$ cat src/rtl/seven_segment_pkg.sv
// seven_segment_pkg: segment codes, capture FSM states and select helpers shared by the display driver and monitor.
package seven_segment_pkg;
  localparam logic [6:0] SEG_0 = 7'h3F;
  localparam logic [6:0] SEG_1 = 7'h06;
  localparam logic [6:0] SEG_2 = 7'h5B;
  localparam logic [6:0] SEG_3 = 7'h4F;
  localparam logic [6:0] SEG_4 = 7'h66;
  localparam logic [6:0] SEG_5 = 7'h6D;
  localparam logic [6:0] SEG_6 = 7'h7D;
  localparam logic [6:0] SEG_7 = 7'h07;
  localparam logic [6:0] SEG_8 = 7'h7F;
  localparam logic [6:0] SEG_9 = 7'h6F;
  localparam logic [6:0] SEG_A = 7'h77;
  localparam logic [6:0] SEG_B = 7'h7C;
  localparam logic [6:0] SEG_C = 7'h39;
  localparam logic [6:0] SEG_D = 7'h5E;
  localparam logic [6:0] SEG_E = 7'h79;
  localparam logic [6:0] SEG_F = 7'h71;
  localparam logic [3:0] SEG_INVALID = 4'hF;
  typedef enum logic [1:0] {IDLE, SETTLE, HOLD} state_t;
  function automatic logic [1:0] sel_index(input logic [3:0] s);
    return s[3] ? 2'd3 : s[2] ? 2'd2 : s[1] ? 2'd1 : 2'd0;
  endfunction
endpackage

$ cat src/rtl/seven_segment_capture_decode.sv
// seven_segment_decode: active-high g..a pattern to nibble; A-F accepted when SEVEN_SEGMENT_CAPTURE_HEX_EN is defined.
module seven_segment_decode
  import seven_segment_pkg::*;
(
  input  logic [6:0] pattern,
  output logic [3:0] nibble,
  output logic       invalid
);
  always_comb begin
    nibble = SEG_INVALID;
    invalid = 1'b0;
    case (pattern)
      SEG_0: nibble = 4'h0;
      SEG_1: nibble = 4'h1;
      SEG_2: nibble = 4'h2;
      SEG_3: nibble = 4'h3;
      SEG_4: nibble = 4'h4;
      SEG_5: nibble = 4'h5;
      SEG_6: nibble = 4'h6;
      SEG_7: nibble = 4'h7;
      SEG_8: nibble = 4'h8;
      SEG_9: nibble = 4'h9;
`ifdef SEVEN_SEGMENT_CAPTURE_HEX_EN
      SEG_A: nibble = 4'hA;
      SEG_B: nibble = 4'hB;
      SEG_C: nibble = 4'hC;
      SEG_D: nibble = 4'hD;
      SEG_E: nibble = 4'hE;
      SEG_F: nibble = 4'hF;
`endif
      default: invalid = 1'b1;
    endcase
  end
endmodule

$ cat src/rtl/seven_segment_capture.sv
// seven_segment_capture: monitors a multiplexed active-low seven-segment bus and rebuilds the BCD digit vector.
// Hex digits A-F are decoded only when SEVEN_SEGMENT_CAPTURE_HEX_EN is defined.
module seven_segment_capture
  import seven_segment_pkg::*;
#(
  parameter int NUMBER_OF_DIGITS = 4,
  parameter int SETTLE_CYCLES = 16
) (
  input  logic                          clk,
  input  logic                          rst,
  input  logic [3:0]                    io_sel,
  input  logic [7:0]                    io_seg,
  output logic [NUMBER_OF_DIGITS*4-1:0] number,
  output logic [NUMBER_OF_DIGITS-1:0]   dp,
  output logic [NUMBER_OF_DIGITS-1:0]   digit_valid,
  output logic                          frame_valid,
  output logic                          bad_pattern
);
  localparam int CW = $clog2(SETTLE_CYCLES + 1);
  logic [3:0] sel_m, sel_s, held_sel, s;
  logic [7:0] seg_m, seg_s, held_seg;
  logic [6:0] pattern;
  logic [1:0] hk;
  logic multi, valid, changed, hit, load, capture, invalid;
  logic [3:0] nibble, seen, dv_r, dp_r;
  logic [15:0] num_r;
  logic [CW-1:0] cnt;
  state_t state, nstate;
  assign s = ~sel_s;
  assign multi = |(s & (s - 4'd1));
  assign valid = (s != 4'd0) && !multi && (32'(sel_index(s)) < NUMBER_OF_DIGITS);
  assign changed = {sel_s, seg_s} != {held_sel, held_seg};
  assign hit = cnt == CW'(SETTLE_CYCLES - 1);
  assign hk = sel_index(~held_sel);
  assign pattern = ~held_seg[6:0];
  assign number = num_r[NUMBER_OF_DIGITS*4-1:0];
  assign dp = dp_r[NUMBER_OF_DIGITS-1:0];
  assign digit_valid = dv_r[NUMBER_OF_DIGITS-1:0];

  seven_segment_decode u_decode (
    .pattern(pattern),
    .nibble (nibble),
    .invalid(invalid)
  );

  always_ff @(posedge clk) state <= rst ? IDLE : nstate;

  always_comb begin
    nstate = state;
    if (state == IDLE || changed) nstate = valid ? SETTLE : IDLE;
    else if (state == SETTLE && hit) nstate = HOLD;
  end

  always_comb begin
    load = (state == IDLE || changed) && valid;
    capture = state == SETTLE && !changed && hit;
  end

  // Capture always uses the held sample, so a change landing on the capture edge only starts the next settle.
  always_ff @(posedge clk) begin
    if (rst) begin
      sel_m <= '1;
      sel_s <= '1;
      seg_m <= '1;
      seg_s <= '1;
      held_sel <= '1;
      held_seg <= '1;
      cnt <= '0;
      num_r <= '0;
      dp_r <= '0;
      dv_r <= '0;
      seen <= '0;
      frame_valid <= 1'b0;
      bad_pattern <= 1'b0;
    end else begin
      {sel_s, sel_m} <= {sel_m, io_sel};
      {seg_s, seg_m} <= {seg_m, io_seg};
      frame_valid <= capture && seen[hk];
      if (load) begin
        held_sel <= sel_s;
        held_seg <= seg_s;
      end
      cnt <= load ? CW'(1) : (state == SETTLE && !changed) ? cnt + CW'(1) : cnt;
      if (multi || (capture && invalid)) bad_pattern <= 1'b1;
      if (capture) begin
        num_r[{hk, 2'b00} +: 4] <= nibble;
        dp_r[hk] <= ~held_seg[7];
        seen <= seen[hk] ? 4'd1 << hk : seen | (4'd1 << hk);
        if (seen[hk]) dv_r <= seen;
      end
    end
  end
endmodule

$ cat config.mk
export PLATFORM = sky130hd
export DESIGN_NAME = seven_segment_capture
export DESIGN_NICKNAME = d
export VERILOG_FILES = /design/src/rtl/seven_segment_pkg.sv /design/src/rtl/seven_segment_capture_decode.sv /design/src/rtl/seven_segment_capture.sv
export SDC_FILE = /design/constraint.sdc
export NUM_CORES = 1
export LEC_CHECK = 0
export ABC_CLOCK_PERIOD_IN_PS = 3000
export BUFFER_PORTS_ARGS = -buffer_cell sky130_fd_sc_hd__buf_2
export CORE_ASPECT_RATIO = 0.9
export CORE_UTILIZATION = 30
export CTS_CLUSTER_DIAMETER = 60
export DETAILED_ROUTE_END_ITERATION = 8
export GPL_TIMING_DRIVEN = 0
export HOLD_SLACK_MARGIN = 0.02
export PLACE_DENSITY = 0.46
export SYNTH_ARGS = -nofsm -noshare
export SYNTH_HDL_FRONTEND = slang
export SYNTH_HIERARCHICAL = 1
export SYNTH_SLANG_ARGS = --single-unit
$ cat constraint.sdc
create_clock -name clk -period 3 [get_ports clk]
set_clock_uncertainty 0.15 [all_clocks]
set_input_delay 0.15 -clock clk [delete_from_list [all_inputs] [get_ports clk]]
set_output_delay 0.15 -clock clk [all_outputs]
set_load 0.02 [all_outputs]
Word-level counts from Yosys, hierarchy flattened
Index checks and enable logic that the tools add are counted.
{"block": "word_totals", "reg_bits": 73, "in_bits": 14, "output_inout_bits": 26, "wordCells": 79}
{"block": "op_classes", "addsub": 3, "magnitude_cmp": 2, "n_eq_ne": 13, "shifts": 3, "muxes": 17, "n_bitwise": 6, "reduce_logical": 20}
{"operator": "7-bit equality test (second input constant)", "n": 7}
{"operator": "4-bit case mux with 10 select lines", "n": 1}
{"operator": "16-bit bitwise mux", "n": 1}
{"operator": "4-bit by 6-bit variable shift with 16-bit output (first input constant)", "n": 1}
{"operator": "4-bit by 6-bit indexed part select with 16-bit output", "n": 1}
{"operator": "7-bit by 3-bit equality test with 1-bit output (second input constant)", "n": 2}
{"operator": "12-bit != test", "n": 1}
{"operator": "10-bit OR reduction", "n": 1}
{"operator": "1-bit logical AND", "n": 8}
{"operator": "2-bit two-way mux", "n": 4}
{"operator": "4-bit inverter", "n": 2}
{"operator": "7-bit by 6-bit equality test with 1-bit output (second input constant)", "n": 1}
{"operator": "1-bit two-way mux", "n": 7}
{"operator": "7-bit inverter", "n": 1}
{"operator": "4-bit negator with 6-bit output", "n": 1}
{"operator": "5-bit by 1-bit adder with 5-bit output (second input constant)", "n": 1}
{"operator": "5-bit by 4-bit equality test with 1-bit output (second input constant)", "n": 1}
{"operator": "4-bit AND", "n": 1}
{"operator": "4-bit bitwise mux", "n": 1}
{"operator": "4-bit two-way mux", "n": 1}
{"operator": "4-bit bitwise OR", "n": 1}
{"operator": "2-bit nonzero test", "n": 2}
{"operator": "4-bit nonzero test", "n": 1}
{"operator": "4-bit OR reduction", "n": 1}
{"operator": "other kinds (13)", "n": 15}

Logic depth before layout (Yosys ltp)
{"block": "depth", "ltp_word": 9, "depth_mapped": 10, "ltp_nobuf": 8}

Modules after synthesis
The synthesis kept the hierarchy.
{"module": "seven_segment_capture", "n_inst": 1, "cells_per_inst": 297, "area_each_um2": 2921.6, "seq_area_each_um2": 1461.4}
{"module": "seven_segment_decode", "n_inst": 1, "cells_per_inst": 31, "area_each_um2": 214.0, "seq_area_each_um2": 0.0}

Least setup slack after synthesis
Ideal clock, no wire load.
{"block": "synth_timing", "kind": "reg2reg", "startpoint": "reg held_sel[3]", "endpoint": "reg num_r[4], in the netlist number[4]", "setup_ns": 0.071, "t_arrival_ns": 2.326, "t_required_ns": 2.779, "setup_slack_ns": 0.454, "path_stages_with_launch": 9, "n_path_buf": 3, "period_less_slack_ns": 2.546, "cell_sequence": "dfxtp_1 > clkbuf_1 > xor2_1 > or4_4 > buf_6 > or4_4 > buf_6 > or3b_1 > a21oi_1"}
{"block": "synth_between", "elab_chain_cells": 5, "word_cells_on_any_way": 10, "cone_classes": "add/sub (1); eq/ne (1); shift (2); mux (2); bitwise (1); reduce/logical (3)"}
{"item": "start: declaration", "line": "seven_segment_capture.sv:20", "rtl": "logic [3:0] sel_m, sel_s, held_sel, s;"}
{"item": "start signal: assignment", "line": "seven_segment_capture.sv:80", "rtl": "held_sel <= sel_s;"}
{"item": "4-bit inverter", "line": "seven_segment_capture.sv:34", "rtl": "assign hk = sel_index(~held_sel);"}
{"item": "2-bit two-way mux", "line": "seven_segment_pkg.sv:22", "rtl": "return s[3] ? 2'd3 : s[2] ? 2'd2 : s[1] ? 2'd1 : 2'd0;"}
{"item": "4-bit negator with 6-bit output", "line": "seven_segment_capture.sv:86", "rtl": "num_r[{hk, 2'b00} +: 4] <= nibble;"}
{"item": "4-bit by 6-bit indexed part select with 16-bit output or 4-bit by 6-bit variable shift with 16-bit output (tied branches)", "line": "seven_segment_capture.sv:86"}
{"item": "16-bit bitwise mux", "line": "seven_segment_capture.sv:86"}
{"item": "end signal: indexed assignment", "line": "seven_segment_capture.sv:86"}
{"item": "end: declaration", "line": "seven_segment_capture.sv:26", "rtl": "logic [15:0] num_r;"}
Parallel ways exist; a longest one is shown, timed or not.
A chain may end at the register's enable or synchronous reset.

Worst setup path in the final report
{"block": "layout_timing", "startpoint": "reg cnt[0]", "endpoint": "reg num_r[5], in the netlist number[5]"}
{"block": "layout_between", "elab_chain_cells": 2}
{"item": "start: declaration", "line": "seven_segment_capture.sv:27", "rtl": "logic [CW-1:0] cnt;"}
{"item": "start signal: assignment", "line": "seven_segment_capture.sv:83", "rtl": "cnt <= load ? CW'(1) : (state == SETTLE && !changed) ? cnt + CW'(1) : cnt;"}
{"item": "5-bit by 4-bit equality test with 1-bit output", "line": "seven_segment_capture.sv:33", "rtl": "assign hit = cnt == CW'(SETTLE_CYCLES - 1);"}
{"item": "1-bit logical AND", "line": "seven_segment_capture.sv:56", "rtl": "capture = state == SETTLE && !changed && hit;"}
No other way between the ends.

==> results.md <==
- Setup_tns: 0 ns
- Normalized max-slew margin: 57.38%
- Worst path cell trace: ha_1 -> and3_1 -> ha_1 -> and3b_1 -> clkbuf_1 -> nand4b_1 -> or4_4 -> buf_6 -> or3b_1 -> a21oi_1
- Clk sink count: 73
- Antenna violations before repair: 0
- Area leader, netlist: dfxtp_1
- Cell family with most CP delay: simple AND/OR/NAND/NOR gates
- Main synth FF type: dfxtp_1
- Mapped Nets: 344
- Synth top area share: 46.61%
- Die ar.: 0.01087 mm²
- Router iterations before antenna repair: 4
- Combinational power share: 12.8%
- Height of the die: 98.99 µm
- R2r startpoint: cnt[0]
- Register area share after synthesis: 46.61%
- Number of inserted diodes: 0
- Startpoint of the worst hold path: rst
- CP dominant cell by count: ha_1
- WHS: 0.1041 ns
- CTS tree: built
- # rows: 35
- Leak pwr: 1.677 nW
- Clk_lat worst skew: 0.33 ns
- Crit. End Element: flop
- Vias in the first global route: 2,423
- CTS Buffer Depth: 2
- DRT iter0 DRCs: 67
- Worst-margin pin slew: 0.6346 ns
- Unrepaired setup endpoints after global routing: no
- Top cells by area, synth: dfxtp_1 47%, mux2i_1 7.3%, or2_2 5.0%
- Clock Pin Slew Worst Setup and Hold Paths: 0.05 ns
- FMAX: 0.3549 GHz
- PwrDens: 588.4 mW/mm²
- Required @ worst endpoint: 3.11 ns
- Gr usage total: 15.42%
- Final worst-path cycle share: 93.93%
- GR Overflow Total: 0
- Peak supply drop: 0.3272 mV
- Largest net degree at the start of global routing: 12
- Number of flops mapped to enable cells by yosys: 0
- Antenna Nets Post-Route: 0
- Die width: 109.8 µm
- H-tree levels: 3
- Final setup violation count: 0
- Max-cap check violation count: 0
- Synth Register Bits: 73
- Synth Instances: 328
- Setup Crit Path Kind: flop to flop
- Max Transition Viols Final: 0
- Synth Warn #: 6
- Clock share of power: 42.6%
- Vias per std cell: 4.823
- Worst path slowest cell: or4_4
- Vias post-DR: 2,527
- CP Buf/Inv Count: 2
- Remaining DRCs: 0
- Synthesized area: 0.003136 mm²
- Hold Path Class: primary input to flop
- Post-synth top cells: 73 x dfxtp_1, 32 x nor2_1, 25 x or2_2
- Layout area overhead: 25.38%
- Critical path fanouts, max: 8
- Root Driver: clkbuf_16
- Critical Path Start Type: flop
- Min cycle time layout: 2.818 ns
- Final Hold Vio Count: 0
- Reg power frac: 44.6%
- First-pass GRT wire length: 12,360 µm
- Io pins: 40
- Post-synth ARST share: 0%
- Num CTS Buffers: 9
- Largest stage delay, worst path: 0.43 ns
- IO Port Bufs: 38
- Count leader, synth: dfxtp_1
- Drt wl/cell: 14.17 µm
- Synth cell types: 47
- NumNets Final: 408
- Avg Inst Size Synth: 9.559 µm²
- Share of layout cells above drive strength 1: 24.30%
- Switching Fraction: 25.28%
- Post-Route WL: 7426 µm
- Hpwl dp: 5221 µm
- Final GP Congestion: 0.7653
- Initial Utilization: 30.73%
- Net Sw Power: 584.8 µW
- Int Power: 1.728 mW
- Crit. Startpoint: cnt[0]
- Status: complete, no violations
- Core footprint: 0.01020 mm²
- WP data arrival: 2.93 ns
## metal layers
layer	up-vias	global-route usage [%]	part of all wire, %
met5	-	0	0
met4	0	5.538	1.1
met3	6	4.762	3.3
met2	42	23.80	46
met1	1196	20.17	50
li1	1283	-	-
## area by class of cell
cell class                      count  area (µm²)
Multi-Input combinational cell    225        1568
Timing Repair Buffer               53       332.8
Inverter                           11       41.29
Tap cell                          129       161.4
Sequential cell                    73        1461
Fill cell                        1045        6272
Clock buffer                       12       256.5
Buffer                             19       95.09
Clock inverter                      2       15.01
## per-stage QoR
step	cells	area (µm²)	power, mW	setup slack (ns)	util [%]
3_3_place_gp	495	3487	1.306	0.09682	34.18
6_report	524	3931	2.313	0.1822	38.53
5_1_grt	524	3931	2.429	0.01048	38.53
4_1_cts	521	3879	2.323	0.03757	38.01
2_1_floorplan	328	3136	1.240	0.4539	-
3_5_place_dp	495	3487	1.311	0.07573	34.18
## cell usage in the layout (no fill, tap or decap), types with 3 or more instances in the layout
cell,count
a21oi_1,12
nor4b_1,3
nand2_1,13
nand4b_1,3
dfxtp_1,73
buf_6,3
nor4_1,4
o21ai_0,6
clkbuf_16,9
nor3b_1,11
dlygate4sd3_1,12
nor3_1,6
nand3_1,7
xor2_1,6
xnor2_1,10
mux2i_1,23
buf_4,3
a211o_1,11
nand4_1,5
inv_1,11
or2_2,25
clkbuf_1,16
o22ai_1,3
nand2b_1,4
nor2b_1,5
nor2_1,32
buf_2,39
## sequential cells by signal, summed over array words and instances, names as in the netlist
register     count
number          16
held_seg         8
seg_m            8
seg_s            8
cnt              5
digit_valid      4
dp               4
held_sel         4
seen             4
sel_m            4
sel_s            4
state            2
bad_pattern      1
frame_valid      1
## final timing paths
path / depth (start not counted) / to / slack (ns)
worst max-delay path: 10 / number[5] / 0.18
worst min register to register: 1 / seg_s[7] / 0.26
worst max register to register: 10 / number[5] / 0.18
worst min-delay path: 2 / seg_s[0] / 0.10
## logic make-up after synthesis
logic type | Yosys count | synth area share, %
AOI/OAI and AO/OA | 42 | 9.298
buffers and inverters | 30 | 4.349
adders and majority gates | 2 | 0.7980
DFF | 73 | 46.61
muxes | 25 | 8.061
and+or+nand+nor | 140 | 26.42
xor gates and xnor gates | 16 | 4.469
## what timing repair did
item | 4_1_cts | 5_1_grt
hold endpoints to repair | 12 | 0
setup buffers | 0 | 3
setup endpoints to repair | 0 | 19
gates resized for setup | 0 | 4
hold buffers | 12 | 0
## power groups by stage
stage	Combinational, mW	Clock (mW)	Sequential (mW)
6_report	0.296	0.986	1.03
4_1_cts	0.270	1.02	1.03
3_5_place_dp	0.258	0	1.05
2_1_floorplan	0.196	0	1.04
5_1_grt	0.329	1.06	1.04
3_3_place_gp	0.254	0	1.05
Note: power is estimated with default switching activity, not from simulation.
